<file path="src/rtl/imem_port_ctrl.sv">
// imem_port_ctrl: shares a byte-wide instruction memory between core fetch (1-cycle registered reads)
// and a program loader (32-bit writes as four byte beats). Optional macro IMEM_ALIGN_CHK_EN adds fetch_err.
module imem_port_ctrl #(
  parameter int unsigned ADDR_W       = 32,
  parameter int unsigned MAX_LD_BURST = 4
) (
  input  logic              clk,
  input  logic              rst_n,
  input  logic              fetch_req,
  input  logic [ADDR_W-1:0] fetch_addr,
  output logic              fetch_gnt,
  output logic              fetch_rvalid,
  output logic [31:0]       fetch_rdata,
  input  logic              ld_req,
  input  logic [ADDR_W-1:0] ld_addr,
  input  logic [31:0]       ld_wdata,
  output logic              ld_gnt,
  output logic              ld_done,
  output logic [ADDR_W-1:0] mem_addr,
  output logic              mem_we,
  output logic [7:0]        mem_wdata,
  input  logic [31:0]       mem_rdata,
  output logic              busy
`ifdef IMEM_ALIGN_CHK_EN
  ,
  output logic              fetch_err
`endif
);

  localparam int unsigned STREAK_W = $clog2(MAX_LD_BURST + 1);
  localparam logic [31:0] NOP_INSN = 32'h0000_0013;

  typedef enum logic [1:0] {
    IDLE = 2'd0,
    WR   = 2'd1,
    RD   = 2'd2
  } state_t;

  state_t              state_q, state_d;
  logic [1:0]          beat_q, beat_d;
  logic [STREAK_W-1:0] streak_q, streak_d;
  logic [ADDR_W-1:0]   addr_q, addr_d;
  logic [31:0]         wdata_q, wdata_d;
  logic                ld_done_q, ld_done_d;
  logic                rvalid_q, rvalid_d;
  logic [31:0]         rdata_q, rdata_d;
  logic                fetch_starved;

`ifdef IMEM_ALIGN_CHK_EN
  logic err_q, err_d;
  logic misaligned;

  assign misaligned = (addr_q[1:0] != 2'b00);
  assign fetch_err  = err_q;
`endif

  // Fetch overrides the loader only once the loader has won MAX_LD_BURST times in a row over it.
  assign fetch_starved = fetch_req && (streak_q == STREAK_W'(MAX_LD_BURST));

  assign busy         = (state_q != IDLE);
  assign ld_done      = ld_done_q;
  assign fetch_rvalid = rvalid_q;
  assign fetch_rdata  = rdata_q;

  // NOTE: every signal gets a default before the case so no path leaves one unassigned and infers a latch.
  always_comb begin
    state_d   = state_q;
    beat_d    = beat_q;
    streak_d  = streak_q;
    addr_d    = addr_q;
    wdata_d   = wdata_q;
    ld_done_d = 1'b0;
    rvalid_d  = 1'b0;
    rdata_d   = rdata_q;
`ifdef IMEM_ALIGN_CHK_EN
    err_d     = err_q;
`endif
    ld_gnt    = 1'b0;
    fetch_gnt = 1'b0;
    mem_we    = 1'b0;
    mem_addr  = '0;
    mem_wdata = '0;

    case (state_q)
      IDLE: begin
        if (ld_req && !fetch_starved) begin
          state_d  = WR;
          beat_d   = 2'd0;
          addr_d   = ld_addr;
          wdata_d  = ld_wdata;
          streak_d = fetch_req ? streak_q + STREAK_W'(1) : '0;
        end else if (fetch_req) begin
          state_d  = RD;
          addr_d   = fetch_addr;
          streak_d = '0;
        end
      end

      WR: begin
        ld_gnt    = (beat_q == 2'd0);
        mem_we    = 1'b1;
        mem_addr  = addr_q + ADDR_W'(beat_q);
        mem_wdata = wdata_q[{beat_q, 3'b000} +: 8];
        if (beat_q == 2'd3) begin
          state_d   = IDLE;
          beat_d    = 2'd0;
          ld_done_d = 1'b1;
        end else begin
          beat_d = beat_q + 2'd1;
        end
      end

      RD: begin
        fetch_gnt = 1'b1;
        mem_addr  = addr_q;
        rvalid_d  = 1'b1;
        rdata_d   = mem_rdata;
`ifdef IMEM_ALIGN_CHK_EN
        if (misaligned) begin
          mem_addr = '0;
          rdata_d  = NOP_INSN;
        end
        err_d = misaligned;
`endif
        state_d = IDLE;
      end

      default: state_d = IDLE;
    endcase
  end

  // NOTE: the memory array lives outside this block; only control and latch registers take the reset.
  always_ff @(posedge clk or negedge rst_n) begin
    if (!rst_n) begin
      state_q   <= IDLE;
      beat_q    <= 2'd0;
      streak_q  <= '0;
      addr_q    <= '0;
      wdata_q   <= '0;
      ld_done_q <= 1'b0;
      rvalid_q  <= 1'b0;
      rdata_q   <= '0;
`ifdef IMEM_ALIGN_CHK_EN
      err_q     <= 1'b0;
`endif
    end else begin
      // NOTE: non-blocking updates so every register samples the pre-edge value of its peers.
      state_q   <= state_d;
      beat_q    <= beat_d;
      streak_q  <= streak_d;
      addr_q    <= addr_d;
      wdata_q   <= wdata_d;
      ld_done_q <= ld_done_d;
      rvalid_q  <= rvalid_d;
      rdata_q   <= rdata_d;
`ifdef IMEM_ALIGN_CHK_EN
      err_q     <= err_d;
`endif
    end
  end

endmodule

</file>
<file path="config.mk">
export PLATFORM = sky130hd
export DESIGN_NAME = imem_port_ctrl
export DESIGN_NICKNAME = d
export VERILOG_FILES = /design/src/rtl/imem_port_ctrl.sv
export SDC_FILE = /design/constraint.sdc
export NUM_CORES = 1
export LEC_CHECK = 0
export CELL_PAD_IN_SITES_DETAIL_PLACEMENT = 0
export CELL_PAD_IN_SITES_GLOBAL_PLACEMENT = 1
export CORE_ASPECT_RATIO = 0.5
export CORE_MARGIN = 2
export CORE_UTILIZATION = 30
export CTS_CLUSTER_SIZE = 20
export DETAILED_ROUTE_END_ITERATION = 8
export GPL_TIMING_DRIVEN = 0
export PLACE_DENSITY_LB_ADDON = 0.1
export SLEW_MARGIN = 25
export SYNTH_ARGS = -nofsm -noshare
export SYNTH_HDL_FRONTEND = slang
export SYNTH_SLANG_ARGS = --single-unit
</file>
<file path="constraint.sdc">
create_clock -name clk -period 2.2 [get_ports clk]
set_clock_uncertainty 0.1 [all_clocks]
set_input_delay 0.22 -clock clk [delete_from_list [all_inputs] [get_ports clk]]
set_output_delay 0.22 -clock clk [all_outputs]
set_load 0.02 [all_outputs]
</file>
=== After elaboration in Yosys (flattened, before gate mapping) ===
Cells that the tools add are included.
Widths: inputs -> output; s select.

* $add $sub $neg: 3
* Eq/ne operators: 7
* Shift operators: 1
* Multiplexer cells: 19
* Reduce and logical (&&, ||, !) cells: 12

{| class="wikitable"
|+ Operators with widths
! cell !! number
|-
| $mux 32 || 2
|-
| $pmux 32 s2 || 1
|-
| $add 32x2->32 || 1
|-
| $shiftx 32x6->8 || 1
|-
| $mux 2 || 5
|-
| $mux 3 || 3
|-
| $mux 8 || 1
|-
| $pmux 2 s2 || 2
|-
| $reduce_and 2->1 || 4
|-
| $reduce_bool 2->1 || 3
|-
| $mux 1 || 5
|-
| $eq 2x2->1 const B || 2
|-
| $logic_not 2->1 || 2
|-
| $ne 2x2->1 const B || 2
|-
| $add 3x1->3 const B || 1
|-
| $eq 3x3->1 const B || 1
|-
| $ne 3x3->1 const B || 1
|-
| $add 2x1->2 const B || 1
|-
| $eq 2x1->1 const B || 1
|-
| $logic_and 1x1->1 || 2
|-
| $logic_not 1->1 || 1
|}

* Bits in registers: 105
* Output and inout port bits: 78

=== Depth between registers and ports, before layout ===
* Depth after elaboration: 6
* Gate-level depth with buffers: 9
* Mapped depth without buffers: 7

=== Worst setup path after synthesis ===
Ideal clock, no wire load.

* Path type: register to output
* From: register beat_q[0]
* To: output mem_addr[28]
* Data arrival time: 2.236 ns
* Required time: 1.880 ns
* Path slack: -0.356 ns
* Stages on the path, launching flop included: 9
* Path buffers: 2
* Cell sequence: dfrtp_1 > ha_1 > fa_1 > and4_1 > buf_4 > and2_1 > buf_4 > nand3_1 > o41ai_1

* Word-level cells in the longest chain between the ends: 2

{| class="wikitable"
|+ Ends and longest elaborated chain
! element !! RTL line !! text
|-
| start: declaration || 40 || <nowiki>logic [1:0] beat_q, beat_d;</nowiki>
|-
| start signal: assignment || 149 || <nowiki>beat_q <= beat_d;</nowiki>
|-
| $add 32x2->32 || 102 || <nowiki>mem_addr = addr_q + ADDR_W'(beat_q);</nowiki>
|-
| $pmux 32 s2 || 84 || <nowiki>case (state_q)</nowiki>
|-
| end: declaration || 19 || <nowiki>output logic [ADDR_W-1:0] mem_addr,</nowiki>
|}

Every way passes these cells.

=== Worst setup path in the final report ===
* From: register beat_q[1]
* To: output mem_addr[26]

Same word-level chain as after synthesis.

==> flow_summary.yaml <==
run_status:
  status: "finished, violations left"
  violations: "setup timing"
pwr:
  p_leak_nw: 4.232
  p_per_area_nw_per_um2: 1248
  ir_worst_vdd_v: 0.0006717
floorplanning:
  start_util: 0.3101
  fp-row-count: 35
  die_area_um2: 20470
  core_area_um2: 18660
  die_w_um: 200.4
  ios: 210
  die_h_um: 102.2
layout:
  nets: 1022
  fillCellCount: 1744
  areaGrowthSynthToFinish_pct: 66.13
  fin_cells: 1143
  insertedDiodeCount: 0
  final_util: 0.5151
  seq_area_um2: 2641
  multi_input_comb_area_um2: 3383
  drive_above_1_share: 0.3201
synth:
  syn_avg_cell_area_um2: 9.545
  synth_edf_count: 0
  synth_top_flop_cell: "dfrtp_1"
  post-synth-top-area-cell: "dfrtp_1"
  synth_nets: 748
  synth-seq-cells: 105
  synthDistinctLibCells: 59
  netlist_top_cells_area: "dfrtp_1 (45%), nand2_1 (9.9%), mux2_2 (6.2%), mux2i_1 (5.9%), o21ai_0 (5.2%)"
  synth_top_cell_area_share: 0.4543
  async_flop_share: 1.000
  syn_inst: 606
  syn_area_um2: 5784
  seq_area_frac_synth: 0.4543
  yosysWarnings: 0
  synthMostInstantiatedCell: "nand2_1"
  ys_top_cells_by_count: "nand2_1 (153), dfrtp_1 (105), o21ai_0 (60)"
sta:
  setup_ws_ns: -0.4188
  worstMarginPinSlew_ns: 0.5484
  min_period_over_period: 1.190
  hold_violations: 0
  max_freq_ghz: 0.3819
  setup_viol: 33
  rsz0062_at_grt: "yes"
  fin_tns_setup_ns: -9.536
  finalCriticalPeriod_ns: 2.619
  slew_headroom: 0.6344
  timing.hold.ws_ns: 0.2494
  report.final.slew_viol_count: 0
flow_run:
  cap_violations: 0
routing:
  wire_per_inst_um: 16.89
  dr.first_iter.drc_count: 254
  drt_pre_antenna_iters: 5
  route.detailed.drc: 0
  vias: 5529
  vias_per_cell: 4.837
  drtAntennaViolNets: 0
  drt_wl_total_um: 19310
global_routing:
  antenna_found_initial: 0
  grt_pass1_vias: 5594
  grt_remaining_overflow: 0
  grt_pass1_wl_um: 30590
  grtUsageTotal: 0.1905
  grt_max_degree: 63
worst_setup_path:
  reg2reg_from: "state_q[0]$_DFFE_PN0P_"
  max_stage_delay_ns: 0.43
  path_max_fanout: 6
  crit_required_ns: 1.88
  crit_chain: "buf_6 -> fa_2 -> and4_4 -> and2_4 -> nand3_4 -> or4_4 -> nand3_2 -> buf_6"
  startpoint: "beat_q[1]$_DFFE_PN0P_"
  cp-end-kind: "primary output"
  cp.arrival_ns: 2.30
  worstSetupPathType: "flop to primary output"
  crit_family: "simple AND/OR/NAND/NOR gates"
  cpMaxStageDelayCell: "dfrtp_2"
  critPathMostFrequentCell: "buf_6"
  cp_num_buf_inv: 2
  cp-start-kind: "flop"
clock_network:
  clockBufferDepth: 2
  tritoncts: "built"
  clk_latency_ns: 0.36
  h-tree-depth: 3
  path_clk_slew_ns: 0.08
  cts_buffers: 9
  clkSinkCount: 105
  cts-root-buf: "clkbuf_16"
placement:
  dp.cells: 1075
  gp_congestion: 0.8121
  dp_hpwl_um: 13640
  portBuffers: 209
min_path:
  worstHoldPathType: "input port to asynchronous set/reset pin"
[sequential cells by signal, indices dropped and copies added (netlist names)]
name          cells
addr_q           32
beat_q            2
fetch_rdata      32
fetch_rvalid      1
ld_done           1
state_q           2
streak_q          3
wdata_q          32
[worst reg2reg max path: cells and delay by family, from the launching register on]
kind            cells  cell delay [ns]
compound gates      2             0.31
flops               1             0.42
simple gates        1             0.07
fa+ha+maj           1             0.19
buf+inv             4             0.83
[cells by family (layout without fill, tap and decap cells)]
group | Yosys count | after routing | synth area share
simple gates | 252 | 252 | 0.2109
fa+ha+maj | 10 | 10 | 0.02293
compound gates | 112 | 112 | 0.1190
flops | 105 | 105 | 0.4543
mux | 74 | 74 | 0.1523
buf+inv | 53 | 331 | 0.04067
[what timing repair did]
action,CTS,global route
endpoints found under the setup margin,135,72
cloned,0,2
gates resized for setup,313,116
hold buffers,1,0
setup buffers,24,34
hold endpoints to repair,43,0
pin swaps,24,36
[power breakdown]
group,switching [mW],internal (mW)
clock network,0.769,0.889
logic,3.31,3.34
registers,0.800,2.88
total,4.88,7.11
[through the flow]
step                setup WS, ns  power, mW  instance area, µm²
floorplan                -0.1230      6.746                5863
global placement          -3.495      9.071                8279
detailed placement        -1.007      9.166                8308
CTS                      -0.5015      11.36                9051
global route             -0.5112      12.86                9609
finish                   -0.4188      11.99                9609
[final timing paths]
check,to,slack [ns],depth (start not counted)
max,mem_addr[26],-0.42,8
min,fetch_rdata[6]$_DFFE_PN0P_,0.25,2
max reg2reg,addr_q[18]$_DFFE_PN0P_,0.17,8
min reg2reg,wdata_q[17]$_DFFE_PN0P_,0.37,2
max in group asynchronous,addr_q[25]$_DFFE_PN0P_,1.05,3
min in group clk,wdata_q[26]$_DFFE_PN0P_,0.29,3
[layout make-up]
type | instances | area share
multi-input combinational | 448 | 0.3521
sequential | 105 | 0.2749
timing repair buffer | 269 | 0.2734
tap | 259 | 0.03372
buffer | 36 | 0.03138
clock buffer | 10 | 0.02383
clock inverter | 5 | 0.006380
inverter | 11 | 0.004297
[layout by cell type (no fill, tap or decap), types with 8 or more instances in the layout]
| cell | Yosys | routed |
|---|---|---|
| dfrtp_2 | 0 | 11 |
| buf_6 | 0 | 40 |
| buf_2 | 8 | 8 |
| mux2i_1 | 34 | 33 |
| clkdlybuf4s50_1 | 0 | 165 |
| mux2_2 | 32 | 32 |
| mux4_2 | 8 | 8 |
| nand4_1 | 10 | 10 |
| clkbuf_1 | 28 | 9 |
| clkbuf_16 | 0 | 12 |
| clkbuf_2 | 1 | 9 |
| buf_4 | 4 | 58 |
| o21ai_2 | 0 | 8 |
| a21oi_1 | 11 | 9 |
| nand3_1 | 19 | 13 |
| o21ai_0 | 60 | 40 |
| nor2_1 | 12 | 8 |
| o21ai_1 | 0 | 12 |
| inv_1 | 11 | 9 |
| nand2_1 | 153 | 148 |
| dfrtp_1 | 105 | 94 |
| and2_4 | 0 | 11 |
[routing by layer]
metal	up-vias	wire [µm]	GRT usage
li1	2679	-	-
met1	2733	9122	0.2585
met2	111	9262	0.3165
met3	6	831	0.04401
met4	0	93	0.03704
met5	-	0	0
Power figures use the tool's default switching activity.
